### config.mk
export PLATFORM = sky130hd
export DESIGN_NAME = adder_arbiter
export DESIGN_NICKNAME = d
export VERILOG_FILES = /design/src/rtl/adder_arbiter_pkg.sv /design/src/rtl/adder_arbiter_rr_pick4.sv /design/src/rtl/adder_arbiter.sv
export SDC_FILE = /design/constraint.sdc
export NUM_CORES = 1
export LEC_CHECK = 0
export BUFFER_PORTS_ARGS = -buffer_cell sky130_fd_sc_hd__buf_2
export CORE_AREA = 2 2 164 166
export DETAILED_ROUTE_END_ITERATION = 7
export DIE_AREA = 0 0 166 168
export SETUP_SLACK_MARGIN = 0.3
export SYNTH_ARGS = -nofsm -noshare
export SYNTH_HDL_FRONTEND = slang
export SYNTH_SLANG_ARGS = --single-unit
### constraint.sdc
create_clock -name clk -period 3.8 [get_ports clk]
set_input_delay 0.38 -clock clk [delete_from_list [all_inputs] [get_ports clk]]
set_output_delay 0.38 -clock clk [all_outputs]
set_load 0.03 [all_outputs]
### src/rtl/adder_arbiter_pkg.sv
// Shared types and constants for the adder arbiter and its round-robin picker.
package adder_arbiter_pkg;

    localparam int NREQ   = 4;
    localparam int ID_W   = 2;
    localparam int DATA_W = 32;

    // Value driven on add_refresh to flush every adder stage at once.
    localparam logic [3:0] REFRESH_ALL = 4'hF;

    typedef enum logic [1:0] {
        ST_IDLE  = 2'd0,
        ST_ISSUE = 2'd1,
        ST_WAIT  = 2'd2,
        ST_RESP  = 2'd3
    } state_e;

endpackage

### src/rtl/adder_arbiter_rr_pick4.sv
// Combinational round-robin priority encoder: the first set request at or
// after ptr (wrapping mod 4) wins. index is only meaningful when |req.
module rr_pick4
    import adder_arbiter_pkg::*;
(
    input  logic [NREQ-1:0] req,
    input  logic [ID_W-1:0] ptr,
    output logic [NREQ-1:0] grant,
    output logic [ID_W-1:0] index
);

    logic [ID_W-1:0] cand;
    logic            found;

    // Scan requesters starting at ptr; the 2-bit candidate wraps naturally.
    always_comb begin
        grant = '0;
        index = ptr;
        found = 1'b0;
        cand  = ptr;
        for (int k = 0; k < NREQ; k++) begin
            cand = ptr + ID_W'(k);
            if (!found && req[cand]) begin
                found       = 1'b1;
                grant[cand] = 1'b1;
                index       = cand;
            end
        end
    end

endmodule

### src/rtl/adder_arbiter.sv
// Arbitrates four requesters onto one 4-stage pipelined adder, keeping at
// most one operation in flight and returning results on a shared bus.
//
// Handshakes: a transfer happens on a rising edge where valid && ready.
// Request side: req_ready is combinational, one-hot, and only ever set for a
// requester whose req_valid is high while the FSM is IDLE. Response side:
// once resp_valid rises, the payload is frozen until resp_valid && resp_ready.
module adder_arbiter
    import adder_arbiter_pkg::*;
#(
    parameter int TIMEOUT = 15
) (
    input  logic                   clk,
    input  logic                   rst_n,
    input  logic [NREQ-1:0]        req_valid,
    input  logic [NREQ*DATA_W-1:0] req_a,
    input  logic [NREQ*DATA_W-1:0] req_b,
    input  logic [NREQ-1:0]        req_cin,
    output logic [NREQ-1:0]        req_ready,
    output logic                   resp_valid,
    output logic [ID_W-1:0]        resp_id,
    output logic [DATA_W-1:0]      resp_sum,
    output logic                   resp_cout,
    output logic                   resp_err,
    input  logic                   resp_ready,
    input  logic                   flush,
    output logic                   add_validin,
    output logic [DATA_W-1:0]      add_a,
    output logic [DATA_W-1:0]      add_b,
    output logic                   add_cin,
    output logic                   add_out_allow,
    output logic [4:1]             add_suspend,
    output logic [4:1]             add_refresh,
    input  logic                   add_validout,
    input  logic [DATA_W-1:0]      add_sum,
    input  logic                   add_cout,
    output logic [1:0]             dbg_state
);

    localparam int CNT_W = $clog2(TIMEOUT + 1);

    state_e            state_q, state_d;
    logic [ID_W-1:0]   ptr_q, ptr_d;
    logic [CNT_W-1:0]  cnt_q, cnt_d;
    logic [DATA_W-1:0] op_a_q, op_a_d;
    logic [DATA_W-1:0] op_b_q, op_b_d;
    logic              op_cin_q, op_cin_d;
    logic [ID_W-1:0]   id_q, id_d;
    logic              resp_valid_q, resp_valid_d;
    logic [ID_W-1:0]   resp_id_q, resp_id_d;
    logic [DATA_W-1:0] resp_sum_q, resp_sum_d;
    logic              resp_cout_q, resp_cout_d;
    logic              resp_err_q, resp_err_d;

    logic [NREQ-1:0]   pick_grant;
    logic [ID_W-1:0]   pick_idx;

    rr_pick4 u_pick (
        .req   (req_valid),
        .ptr   (ptr_q),
        .grant (pick_grant),
        .index (pick_idx)
    );

    // Next-state and output decode; operands stay in op_*_q from ISSUE until
    // WAIT is left, so the adder sees constant inputs at every stage.
    always_comb begin
        state_d       = state_q;
        ptr_d         = ptr_q;
        cnt_d         = cnt_q;
        op_a_d        = op_a_q;
        op_b_d        = op_b_q;
        op_cin_d      = op_cin_q;
        id_d          = id_q;
        resp_valid_d  = resp_valid_q;
        resp_id_d     = resp_id_q;
        resp_sum_d    = resp_sum_q;
        resp_cout_d   = resp_cout_q;
        resp_err_d    = resp_err_q;
        req_ready     = '0;
        add_validin   = 1'b0;
        add_out_allow = 1'b0;
        add_refresh   = '0;

        case (state_q)
            ST_IDLE: begin
                // rst_n gating keeps req_ready low while reset is held.
                if (rst_n && (|req_valid)) begin
                    req_ready = pick_grant;
                    op_a_d    = req_a[DATA_W*pick_idx +: DATA_W];
                    op_b_d    = req_b[DATA_W*pick_idx +: DATA_W];
                    op_cin_d  = req_cin[pick_idx];
                    id_d      = pick_idx;
                    ptr_d     = pick_idx + 2'd1;
                    state_d   = ST_ISSUE;
                end
            end
            ST_ISSUE: begin
                cnt_d = '0;
                if (flush) begin
                    // Do not launch an operation that is being aborted.
                    add_refresh = REFRESH_ALL;
                    state_d     = ST_IDLE;
                end else begin
                    add_validin = 1'b1;
                    state_d     = ST_WAIT;
                end
            end
            ST_WAIT: begin
                add_out_allow = 1'b1;
                cnt_d         = cnt_q + 1'b1;
                if (flush) begin
                    // Flush beats a result arriving in the same cycle.
                    add_refresh = REFRESH_ALL;
                    state_d     = ST_IDLE;
                end else if (add_validout) begin
                    resp_valid_d = 1'b1;
                    resp_id_d    = id_q;
                    resp_sum_d   = add_sum;
                    resp_cout_d  = add_cout;
                    resp_err_d   = 1'b0;
                    state_d      = ST_RESP;
                end else if (cnt_q == CNT_W'(TIMEOUT - 1)) begin
                    // This is the TIMEOUT-th WAIT cycle with no result.
                    add_refresh  = REFRESH_ALL;
                    resp_valid_d = 1'b1;
                    resp_id_d    = id_q;
                    resp_sum_d   = '0;
                    resp_cout_d  = 1'b0;
                    resp_err_d   = 1'b1;
                    state_d      = ST_RESP;
                end
            end
            ST_RESP: begin
                // Grant only from IDLE, so the earliest next grant is the
                // cycle after this handshake.
                if (resp_ready) begin
                    resp_valid_d = 1'b0;
                    state_d      = ST_IDLE;
                end
            end
            default: begin
                state_d = ST_IDLE;
            end
        endcase
    end

    // State register with asynchronous active-low reset.
    always_ff @(posedge clk or negedge rst_n) begin
        if (!rst_n) begin
            state_q      <= ST_IDLE;
            ptr_q        <= '0;
            cnt_q        <= '0;
            op_a_q       <= '0;
            op_b_q       <= '0;
            op_cin_q     <= 1'b0;
            id_q         <= '0;
            resp_valid_q <= 1'b0;
            resp_id_q    <= '0;
            resp_sum_q   <= '0;
            resp_cout_q  <= 1'b0;
            resp_err_q   <= 1'b0;
        end else begin
            state_q      <= state_d;
            ptr_q        <= ptr_d;
            cnt_q        <= cnt_d;
            op_a_q       <= op_a_d;
            op_b_q       <= op_b_d;
            op_cin_q     <= op_cin_d;
            id_q         <= id_d;
            resp_valid_q <= resp_valid_d;
            resp_id_q    <= resp_id_d;
            resp_sum_q   <= resp_sum_d;
            resp_cout_q  <= resp_cout_d;
            resp_err_q   <= resp_err_d;
        end
    end

    assign resp_valid  = resp_valid_q;
    assign resp_id     = resp_id_q;
    assign resp_sum    = resp_sum_q;
    assign resp_cout   = resp_cout_q;
    assign resp_err    = resp_err_q;
    assign add_a       = op_a_q;
    assign add_b       = op_b_q;
    assign add_cin     = op_cin_q;
    assign add_suspend = '0;
    assign dbg_state   = state_q;

endmodule

==> summary.txt <==
STA
  • Hold Vio Cnt, Final: 0
  • Final setup fails: 0
  • Period utilization: 85.2%
  • Final WS setup: between 0.5 and 0.6 ns
  • Worst-Margin Slew: about 0.8 ns
  • Setup TNS: 0 ns
  • Max Fclk: 0.309 GHz
  • Max Transition Viols Final: 0
  • Min Tclk post-route: between 3 and 4 ns
  • Max-slew headroom: a little under half
  • RSZ-0062 raised after global routing: false
  • Worst hold slack: approximately 0.19 ns
  • Clk_skew: approximately 0.0091 ns

Worst setup path
  • CP endpoint kind: flop
  • R2R cell count: 10
  • Maximum net fanout on the critical path: 52
  • Startpoint class of the critical path: flop
  • Worst EP required: 4.01 ns
  • Crit path arrival time: approximately 3.5 ns
  • CP Class: flop to flop

Cells and area
  • Most frequent cells in the layout: buf_2 (414), mux2i_1 (131), dfrtp_1 (111), nand2_1 (80), o221ai_2 (38)
  • P&R area growth vs syn: 37.3%
  • Post-route design area: 9320 um2
  • Commonest non-fill, non-tap cell in the layout: buf_2
  • Finished Core Util: 35.4%
  • Nets@finish: about 1,300
  • Post-Layout Cell Count: ~1,300
  • Share of cells above drive strength 1: 51.2%
  • Fillers: 2,695

CTS
  • CTS tree: done
  • Postcts setup bufs: 0
  • Clock transition at path regs: approximately 0.08 ns
  • Root cell of the clock tree: clkbuf_16
  • H-tree depth: 3
  • Clock sinks: 112
  • Later-pin clock latency in the skew report: between 0.3 and 0.4 ns
  • Max clock buf depth: 2
  • Hold-fix buffers, CTS: 0
  • Cts bufs inserted: 9
  • Cts repair resizes: 0

Power and ir drop
  • Total Power: 9.37 mW
  • Cell Pwr Density: between 1000 and 1500 nW/um2
  • Worst VDD drop: 0.793 mV
  • P_leak: 4.92 nW

Floorplan
  • Die W: between 150 and 200 um
  • Core ar.: ~26,000 um2
  • I/O pins: 420
  • Die Ht: ~170 um
  • Initial Util: roughly a quarter
  • Num rows: 60
  • Die area: ~28,000 um2

Hold path
  • Hold/Removal Path Class: input pin to async pin

Logic synthesis
  • Sequential fraction of the synthesis area: 41.3%
  • Yosys top cell area share: 41.3%
  • Mapped Cells: ~580
  • Number of distinct library cells after synthesis: 48
  • Register bit count reported by yosys: between 100 and 150
  • Syn avg cell area: between 10 and 15 um2
  • EDFF count, synth: 0
  • FFs w/ async S/R, synth: between 90% and 100%
  • Top cell type by total area after synthesis: dfrtp_1
  • Prevailing post-synth register cell: dfrtp_1
  • Ranking of synthesized cells by area: dfrtp_1 (41%), mux2i_1 (19%), o221ai_2 (8.4%), nand2_1 (4.4%), a22o_1 (4.3%)
  • Syn. warnings: 0
  • Area of the mapped netlist: 6790 um2

Flow run
  • Maximum Capacitance Violations: 0

Detailed routing
  • Via Count: just over 6,000
  • Via density: roughly 4.7
  • DR WL/cell: roughly 17 um
  • Antenna Nets Post-Route: 0
  • Final WL: 22,900 um
  • Initial DRC count: around 300
  • DRC: 0
  • Pre-Repair DR Iteration Count: 4

Global routing
  • Vias in the first global route: between 6,000 and 7,000
  • Gr ovfl total: 0
  • Initial antenna violation count: 2
  • First-pass GRT wire length: 35,200 um
  • Gr usage total: between 10% and 20%
  • Largest net degree at the start of global routing: 67

Status
  • Status: finished clean

Placement
  • Dpl hpwl: 17,500 um
  • Placed cell count: around 1,300
  • Routability Congestion: between 0.8 and 0.9
  • # port buffers: around 420
  • Dpl cell area: 9010 um2
  • Dpl ws: 0.437 ns
-- power breakdown --
part	total (mW)	internal [mW]	switching [mW]
logic	6.25	2.49	3.76
clock network	1.01	0.524	0.484
registers	2.11	1.77	0.343
-- synthesized netlist by cell type (4+ instances only) --
master,n
mux2i_1,131
dfrtp_1,112
nand2_1,80
o221ai_2,38
a22o_1,33
o221ai_1,29
clkbuf_1,21
nor2_1,15
ha_1,13
buf_4,12
buf_12,9
inv_1,9
o21ai_0,8
buf_2,7
nand3_1,7
nor2b_1,6
a221oi_1,5
a22oi_1,4
o211ai_1,4
-- worst paths after layout --
kind | startpoint | to | slack [ns]
max in group asynchronous | rst_n | add_a[0] | 2.33
max | ptr_q[1] | add_b[23] | 0.56
min in group clk | add_sum[26] | resp_sum[26] | 0.24
min reg2reg | id_q[1] | id_q[1] | 0.48
max reg2reg | ptr_q[1] | add_b[23] | 0.56
min | rst_n | resp_sum[0] | 0.19
-- flip-flops by register name, indices dropped and copies added (netlist names) --
signal / flops
resp_sum: 32
add_cin: 1
add_b: 32
resp_id: 2
resp_cout: 1
cnt_q: 4
resp_valid: 1
resp_err: 1
dbg_state: 2
ptr_q: 2
add_a: 32
id_q: 2
-- metal layers --
metal	track usage [%]	up-vias	routed length, um
met3	4.37	24	1810
li1	-	2964	-
met5	0	-	13
met4	5.33	2	521
met1	19.4	2937	9200
met2	27.3	291	11400
-- cells by family after synthesis --
group                    count (synthesis)  share of synthesized area [%]
AO/OA/AOI/OAI                          132                           19.8
multiplexers                           137                           20.8
AND/OR/NAND/NOR                        118                           7.43
flip-flops                             112                           41.3
XOR/XNOR                                 3                          0.664
other                                    1                         0.0552
adder cells (fa/ha/maj)                 13                           2.40
buffers and inverters                   67                           7.56
-- critical path: stages (launching register included) --
cell      delay, ns
dfrtp_2        0.51
inv_1          0.13
ha_1           0.36
mux4_2         0.34
nor2b_4        0.07
a221o_2        0.36
xnor2_4        0.21
buf_12         0.33
buf_4          0.27
mux2i_1        0.30
o221ai_2       0.14
-- final cells by class --
| type | instances | area [um2] | area share, % |
|---|---|---|---|
| Tap cell | 341 | 427 | 4.58 |
| Antenna cell | 1 | 2.50 | 0.0268 |
| Clock inverter | 6 | 75.1 | 0.805 |
| Multi-Input combinational cell | 407 | 3510 | 37.7 |
| Clock buffer | 10 | 229 | 2.46 |
| Sequential cell | 112 | 2800 | 30.1 |
| Inverter | 10 | 37.5 | 0.403 |
| Timing Repair Buffer | 429 | 2230 | 24.0 |
Note: power is estimated with default switching activity, not from simulation.
